**src/rtl/mdu_hilo.sv**
```systemverilog
// Multiply/divide unit with HI/LO result registers for the execute stage.
// Multiplies complete after MUL_LAT cycles; divides use a restoring divider plus a sign-fix cycle.
module mdu_hilo #(
  parameter int unsigned WIDTH   = 32,
  parameter int unsigned MUL_LAT = 4
) (
  input  logic             clk,
  input  logic             reset,
  input  logic             startE,
  input  logic [2:0]       opE,
  input  logic [WIDTH-1:0] srcaE,
  input  logic [WIDTH-1:0] srcbE,
  output logic             busy,
  output logic             done,
  output logic [WIDTH-1:0] hi,
  output logic [WIDTH-1:0] lo
);

  localparam int unsigned CNT_MAX = (WIDTH > MUL_LAT) ? WIDTH : MUL_LAT;
  localparam int unsigned CW      = (CNT_MAX > 1) ? $clog2(CNT_MAX) : 1;
  localparam int unsigned PW      = 2 * WIDTH;

  localparam logic [2:0] OP_MULT  = 3'b001;
  localparam logic [2:0] OP_MULTU = 3'b010;
  localparam logic [2:0] OP_DIV   = 3'b011;
  localparam logic [2:0] OP_DIVU  = 3'b100;
  localparam logic [2:0] OP_MTHI  = 3'b101;
  localparam logic [2:0] OP_MTLO  = 3'b110;

  typedef enum logic [1:0] {IDLE, MUL, DIV, FIX} state_t;

  state_t          state, state_d;
  logic [CW-1:0]   cnt;
  logic [WIDTH-1:0] opa, opb, rem;
  logic            mul_signed, neg_q, neg_r;

  logic accept_mul, accept_div, wr_hi, wr_lo, mul_fin, div_fin;

  // Next-state and control strobes
  always_comb begin
    state_d    = state;
    accept_mul = 1'b0;
    accept_div = 1'b0;
    wr_hi      = 1'b0;
    wr_lo      = 1'b0;
    mul_fin    = 1'b0;
    div_fin    = 1'b0;
    case (state)
      IDLE: if (startE) begin
        case (opE)
          OP_MULT, OP_MULTU: begin state_d = MUL; accept_mul = 1'b1; end
          OP_DIV, OP_DIVU:   begin state_d = DIV; accept_div = 1'b1; end
          OP_MTHI:           wr_hi = 1'b1;
          OP_MTLO:           wr_lo = 1'b1;
          default:           ;
        endcase
      end
      MUL: if (cnt == '0) begin state_d = IDLE; mul_fin = 1'b1; end
      DIV: if (cnt == '0) state_d = FIX;
      FIX: begin state_d = IDLE; div_fin = 1'b1; end
      default: state_d = IDLE;
    endcase
  end

  always_ff @(posedge clk or posedge reset) begin
    if (reset) begin
      state <= IDLE;
      busy  <= 1'b0;
      done  <= 1'b0;
    end else begin
      state <= state_d;
      busy  <= (state_d != IDLE);
      done  <= mul_fin | div_fin;
    end
  end

  // Operand conditioning at accept: magnitudes and result signs for signed divide
  logic             div_signed, a_neg, b_neg;
  logic [WIDTH-1:0] abs_a, abs_b;
  assign div_signed = (opE == OP_DIV);
  assign a_neg      = div_signed & srcaE[WIDTH-1];
  assign b_neg      = div_signed & srcbE[WIDTH-1];
  assign abs_a      = a_neg ? -srcaE : srcaE;
  assign abs_b      = b_neg ? -srcbE : srcbE;

  // Product from captured operands, sign- or zero-extended to the full width
  logic [PW-1:0] ext_a, ext_b, prod;
  assign ext_a = mul_signed ? {{WIDTH{opa[WIDTH-1]}}, opa} : {{WIDTH{1'b0}}, opa};
  assign ext_b = mul_signed ? {{WIDTH{opb[WIDTH-1]}}, opb} : {{WIDTH{1'b0}}, opb};
  assign prod  = ext_a * ext_b;

  // One restoring step: opa shifts the dividend out and the quotient in
  logic [WIDTH:0]   rem_shift;
  logic             ge;
  logic [WIDTH-1:0] rem_next, q_next, q_fix, r_fix;
  assign rem_shift = {rem, opa[WIDTH-1]};
  assign ge        = (rem_shift >= {1'b0, opb});
  assign rem_next  = ge ? WIDTH'(rem_shift - {1'b0, opb}) : rem_shift[WIDTH-1:0];
  assign q_next    = {opa[WIDTH-2:0], ge};
  assign q_fix     = neg_q ? -opa : opa;
  assign r_fix     = neg_r ? -rem : rem;

  always_ff @(posedge clk or posedge reset) begin
    if (reset) begin
      cnt        <= '0;
      opa        <= '0;
      opb        <= '0;
      rem        <= '0;
      mul_signed <= 1'b0;
      neg_q      <= 1'b0;
      neg_r      <= 1'b0;
      hi         <= '0;
      lo         <= '0;
    end else begin
      if (accept_mul) begin
        opa        <= srcaE;
        opb        <= srcbE;
        mul_signed <= (opE == OP_MULT);
        cnt        <= CW'(MUL_LAT - 1);
      end else if (accept_div) begin
        opa   <= abs_a;
        opb   <= abs_b;
        rem   <= '0;
        neg_q <= a_neg ^ b_neg;
        neg_r <= a_neg;
        cnt   <= CW'(WIDTH - 1);
      end else if (state == DIV) begin
        opa <= q_next;
        rem <= rem_next;
        if (cnt != '0) cnt <= cnt - 1'b1;
      end else if (state == MUL && cnt != '0) begin
        cnt <= cnt - 1'b1;
      end

      if (mul_fin) begin
        hi <= prod[PW-1:WIDTH];
        lo <= prod[WIDTH-1:0];
      end else if (div_fin) begin
        hi <= r_fix;
        lo <= q_fix;
      end else begin
        if (wr_hi) hi <= srcaE;
        if (wr_lo) lo <= srcaE;
      end
    end
  end

endmodule
```
**config.mk**
```make
export PLATFORM = sky130hd
export DESIGN_NAME = mdu_hilo
export DESIGN_NICKNAME = d
export VERILOG_FILES = /design/src/rtl/mdu_hilo.sv
export SDC_FILE = /design/constraint.sdc
export NUM_CORES = 2
export LEC_CHECK = 0
export ABC_AREA = 1
export CAP_MARGIN = 20
export CORE_MARGIN = 5
export CORE_UTILIZATION = 60
export DETAILED_ROUTE_END_ITERATION = 8
export GPL_ROUTABILITY_DRIVEN = 1
export PLACE_DENSITY = 0.86
export SLEW_MARGIN = 15
export SYNTH_ARGS = -nofsm -noshare
export SYNTH_HDL_FRONTEND = slang
export SYNTH_SLANG_ARGS = --single-unit
```
**constraint.sdc**
```tcl
create_clock -name clk -period 10.54 [get_ports clk]
set_input_delay 2.108 -clock clk [delete_from_list [all_inputs] [get_ports clk]]
set_output_delay 2.108 -clock clk [all_outputs]
set_load 0.02 [all_outputs]
```
# After elaboration in Yosys (flattened, before gate mapping)
# Index checks and enable logic that the tools add are counted.
# op_classes
addsub,6
n_mul,1
magnitude_cmp,1
eq_ne,10
muxes,45
bitwise_logic,5
reduce_logical,16
# op_table
operator,n
2-to-1 mux 32 bit,18
2-to-1 mux 64 bit,2
negator 32 bit,4
multiplier 64 x 64 -> 64 bit,1
greater-or-equal comparator 33 x 32 -> 1 bit,1
subtractor 32 bit,1
2-to-1 mux 5 bit,5
2-to-1 mux 1 bit,15
== test 3 bit (second input constant),3
nonzero test 3 bit,3
one-hot mux 2 bit (4 select lines),1
== test 3 x 2 -> 1 bit (second input constant),2
2-to-1 mux 2 bit,3
AND reduction 2 bit,3
nonzero test 2 bit,3
zero test 5 bit,1
nonzero test 5 bit,1
subtractor 5 x 1 -> 5 bit (second input constant),1
== test 2 bit (second input constant),2
inequality test 4 x 3 -> 1 bit (second input constant),1
one-hot mux 2 bit (2 select lines),1
nonzero test 4 bit,1
OR reduction 2 bit,2
== test 3 x 1 -> 1 bit (second input constant),1
other kinds (7),8
# word_totals
regBits,172
input_bits,70
wordCells,96

# Depth between registers and ports, before layout
# depth
word_depth,7
depth_mapped,42

# Least setup slack after synthesis
# OpenSTA, ideal clock, no wires.
# synth_timing
path_type,reg2reg
from,reg opa[31]
to,reg hi[31]
setup_ns,0.077
arrival_time_ns,8.638
required_time_ns,10.463
setup_slack_ns,1.825
stages_incl_launch_ff,35
path_buffers,2
cell_sequence,dfrtp_1 buf_2 nand2_1 clkbuf_1 nor2_1 fa_1 inv_1 fa_1 inv_1 fa_1 inv_1 fa_1 inv_1 fa_1 fa_1 fa_1 inv_1 fa_1 inv_1 fa_1 inv_1 fa_1 inv_1 ha_1 a21oi_1 nor2_1 nor2_1 nor2_1 a211oi_1 nand2_1 a21oi_1 nand2_1 nand3_1 nand3_1 a21oi_1
# synth_between
elab_chain_cells,3
# synth_lines
element,line_no,rtl
"start, declared",34,"logic [WIDTH-1:0] opa, opb, rem;"
"start signal, assigned",116,opa <= srcaE;
"start signal, assigned",121,opa <= abs_a;
"start signal, assigned",128,opa <= q_next;
2-to-1 mux 64 bit,88,"assign ext_a = mul_signed ? {{WIDTH{opa[WIDTH-1]}}, opa} : {{WIDTH{1'b0}}, opa};"
multiplier 64 x 64 -> 64 bit,90,assign prod = ext_a * ext_b;
2-to-1 mux 32 bit,135,if (mul_fin) begin
"end signal, assigned",136,hi <= prod[PW-1:WIDTH];
"end signal, assigned",139,hi <= r_fix;
"end signal, assigned",142,if (wr_hi) hi <= srcaE;
"end, declared",15,"output logic [WIDTH-1:0] hi,"
# No other way between the ends.
# A chain may end at the register's enable or synchronous reset.

# Worst setup path after layout
# layout_timing
from,reg opb[16]
to,reg hi[22]
# layout_between
elab_chain_cells,3
# layout_lines
element,line_no,rtl
"start, declared",34,
"start signal, assigned",117,opb <= srcbE;
"start signal, assigned",122,opb <= abs_b;
2-to-1 mux 64 bit,89,"assign ext_b = mul_signed ? {{WIDTH{opb[WIDTH-1]}}, opb} : {{WIDTH{1'b0}}, opb};"
multiplier 64 x 64 -> 64 bit,90,
2-to-1 mux 32 bit,135,
# No other way between the ends.

==> flow_metrics.py <==
metrics = {
    "clock_tree": {
        "cts_buffers": 17,
        "clk_latency_ns": 0.53,
        "clock-sinks": 172,
        "clkSlewWorstSetupHoldPaths_ns": 0.08,
        "cts-root-buf": "clkbuf_16",
        "cts-htree-levels": 4,
        "cts.path.max_buffers": 2,
        "cts_resized": 0,
        "cts_hold_buf": 0,
        "cts_setup_buffers": 0,
        "cts_tree": "yes",
    },
    "critical_path": {
        "cp_slowest_cell": "dfrtp_1",
        "worstPathMaxFanout": 8,
        "ff2ff_setup_slack_ns": 0.60,
        "cp.required_ns": 10.99,
        "critical-path-max-stage-delay_ns": 0.87,
        "timing.rr.start": "opb[16]",
        "worst-path-buf-inv": 6,
        "startpoint": "opb[16]",
        "path_class": "flip-flop to flip-flop",
        "start_kind": "flip-flop",
        "crit_family": "adder cells",
        "crit_path_end_kind": "flip-flop",
        "cp.arrival_ns": 10.40,
        "crit_top_cell": "fa_1",
    },
    "floorplanning": {
        "pin_count": 136,
        "die_w_um": 336,
        "die-area_um2": 113000,
        "initial_core_util_pct": 60.4,
        "core_area_um2": 105000,
        "die_h_um": 336,
        "rows": 119,
    },
    "timing": {
        "setup_ws_ns": 0.598,
        "fmax_ghz": 0.101,
        "finalClockSkew_ns": 0.0175,
        "grt_setup_unrepaired": "no",
        "maxSlewViolCount": 0,
        "tns_ns": 0,
        "setup_viol": 0,
        "min_period_ns": 9.94,
        "finalCritPeriodShare_pct": 94.3,
        "worstMarginPinSlew_ns": 1.28,
        "finalHoldViolCount": 0,
        "maxSlewHeadroom_pct": 14.5,
    },
    "global_routing": {
        "grt_pass1_vias": 59627,
        "grt_max_degree": 104,
        "grt_pass1_wl_um": 375000,
        "track_usage_pct": 45.2,
        "grt_overflow": 0,
        "antenna_found_initial": 21,
    },
    "synth": {
        "synth.area.mux_share_pct": 0,
        "ys_types": 61,
        "yosysSeqAreaShare_pct": 6.76,
        "yosys.area_share.simple_pct": 17.0,
        "synth_nets": 10118,
        "syn_inst": 8282,
        "ys_ff_latch": 172,
        "synth_xor_area_share_pct": 1.35,
        "synth_top_family_by_area": "adder cells",
        "synth_warnings": 0,
        "syn_area_um2": 63700,
        "synth-compound-area-share_pct": 6.45,
        "synthAdderAreaFrac_pct": 51.4,
        "synth_area_per_cell_um2": 7.69,
    },
    "final_layout": {
        "multi_input_area_um2": 48500,
        "final_common_cell": "inv_1",
        "layout.nets": 10063,
        "fin_area_um2": 67100,
        "final_layout_size_suffix_gt1_share_pct": 3.29,
        "fillers": 9171,
        "seqCellArea_um2": 4310,
        "layout_common_cells": "inv_1, nand2_1, fa_1",
        "syn2layout_area_growth_pct": 5.29,
    },
    "detailed_routing": {
        "vias": 56523,
        "drt_iter0_markers": 7609,
        "routed_via_density": 5.86,
        "drc": 3,
        "wirelength_um": 249000,
        "first_pass_iters": 9,
        "wl_per_cell_um": 25.8,
        "detail-route-antenna-nets": 0,
    },
    "placement": {
        "numPortBuffers": 135,
        "preCtsSetupSlack_ns": 0.826,
        "place_congestion": 1.15,
        "hpwl_um": 207000,
        "post_dp_cell_area_um2": 66500,
    },
    "hold_path": {
        "hold_start": "hi[6]",
        "hold_path.class": "flip-flop to flip-flop",
    },
    "run_status": {
        "run_status": "finished, violations left",
        "violations": "design-rule violations",
    },
    "run": {
        "maxCapViolations": 0,
    },
}
## worst register-to-register path: stages (launching register included)
cell and delay [ns]:
dfrtp_1 0.87, inv_1 0.49, nor2_1 0.58, inv_1 0.15
fa_1 0.56, fa_1 0.78, fa_1 0.52, fa_1 0.47
fa_1 0.54, fa_1 0.53, inv_1 0.06, fa_1 0.55
fa_1 0.43, fa_1 0.51, inv_1 0.06, fa_1 0.52
inv_1 0.05, ha_1 0.37, a21oi_1 0.34, inv_1 0.11
a31oi_1 0.19, o21ai_0 0.18, nor2_1 0.12, a21boi_0 0.41
nand2_1 0.11, nand2_1 0.07, nand3_1 0.12, a21oi_1 0.18
## synthesized netlist by cell type, drive strengths merged
master	number	share of area [%]
inv	2510	15
nand2	1780	11
fa	1420	45
nor2	495	3.1
ha	346	6.8
a21oi	286	2.3
o21ai	283	2.3
nand3	238	1.9
clkbuf	225	1.3
dfrtp	172	6.8
buf	120	0.90
nor3	72	0.65
xor2	67	0.92
nand4	34	0.33
xnor2	31	0.43
a221oi	21	0.29
a22oi	20	0.24
o211ai	20	0.26
a31oi	18	0.19
o22ai	16	0.16
o21bai	14	0.16
or2	14	0.14
nor4	13	0.15
o31ai	13	0.15
a21o	12	0.14
clkinv	8	0.049
a21boi	6	0.077
a211oi	5	0.059
nand3b	5	0.059
and3	3	0.029
o32ai	3	0.041
o21a	2	0.024
o221ai	2	0.028
o41ai	2	0.028
a22o	1	0.014
a31o	1	0.014
a32oi	1	0.014
a41oi	1	0.014
nand2b	1	0.0098
o2111ai	1	0.014
## registers in the layout (all words and copies together), names as in the netlist
signal / flops
done: 1
hi: 32
opa: 32
busy: 1
rem: 32
neg_r: 1
opb: 32
cnt: 5
mul_signed: 1
lo: 32
state: 2
neg_q: 1
## cell families (layout without fill, tap and decap cells)
family | count (synthesis) | in the layout
DFF | 172 | 172
other | 0 | 9
AOI/OAI and AO/OA | 728 | 728
buffers and inverters | 2863 | 2821
xor gates and xnor gates | 98 | 98
adders and majority gates | 1766 | 1766
and+or+nand+nor | 2655 | 2655
## layout make-up
cell class / instances / area share, %
timing repair buffer: 271 / 3.62
inverter: 2518 / 14.1
antenna: 9 / 0.0336
tap: 1391 / 2.59
multi-input combinational: 5247 / 72.4
clock buffer: 17 / 0.634
sequential: 172 / 6.42
clock inverter: 15 / 0.220
## worst paths after layout
path / to / cells past startpoint
setup / recovery: hi[22] / 27
hold / removal: hi[6] / 2
setup reg to reg: hi[22] / 27
hold reg to reg: hi[6] / 2
max in group asynchronous: hi[16] / 3
min in group asynchronous: rem[6] / 2
## through the flow
step | cells | hold WS, ns | util, %
detailed placement | 9599 | 0.467 | 63.1
finish | 9640 | 0.488 | 63.6
global route | 9632 | 0.514 | 63.6
CTS | 9631 | 0.493 | 63.6
floorplan | 8282 | 0.495 | -
global placement | 9598 | 0.465 | 63.0
## metal layers
layer	up-vias	share of wire [%]	GRT usage, %
li1	23652	-	-
met1	27665	36	59.9
met2	4211	41	65.6
met3	965	15	16.2
met4	30	7.3	24.2
met5	-	0.12	0
Power is left out: the tool's default activity adds up to more than one toggle a clock period on the data nets, which glitch-free logic cannot reach.
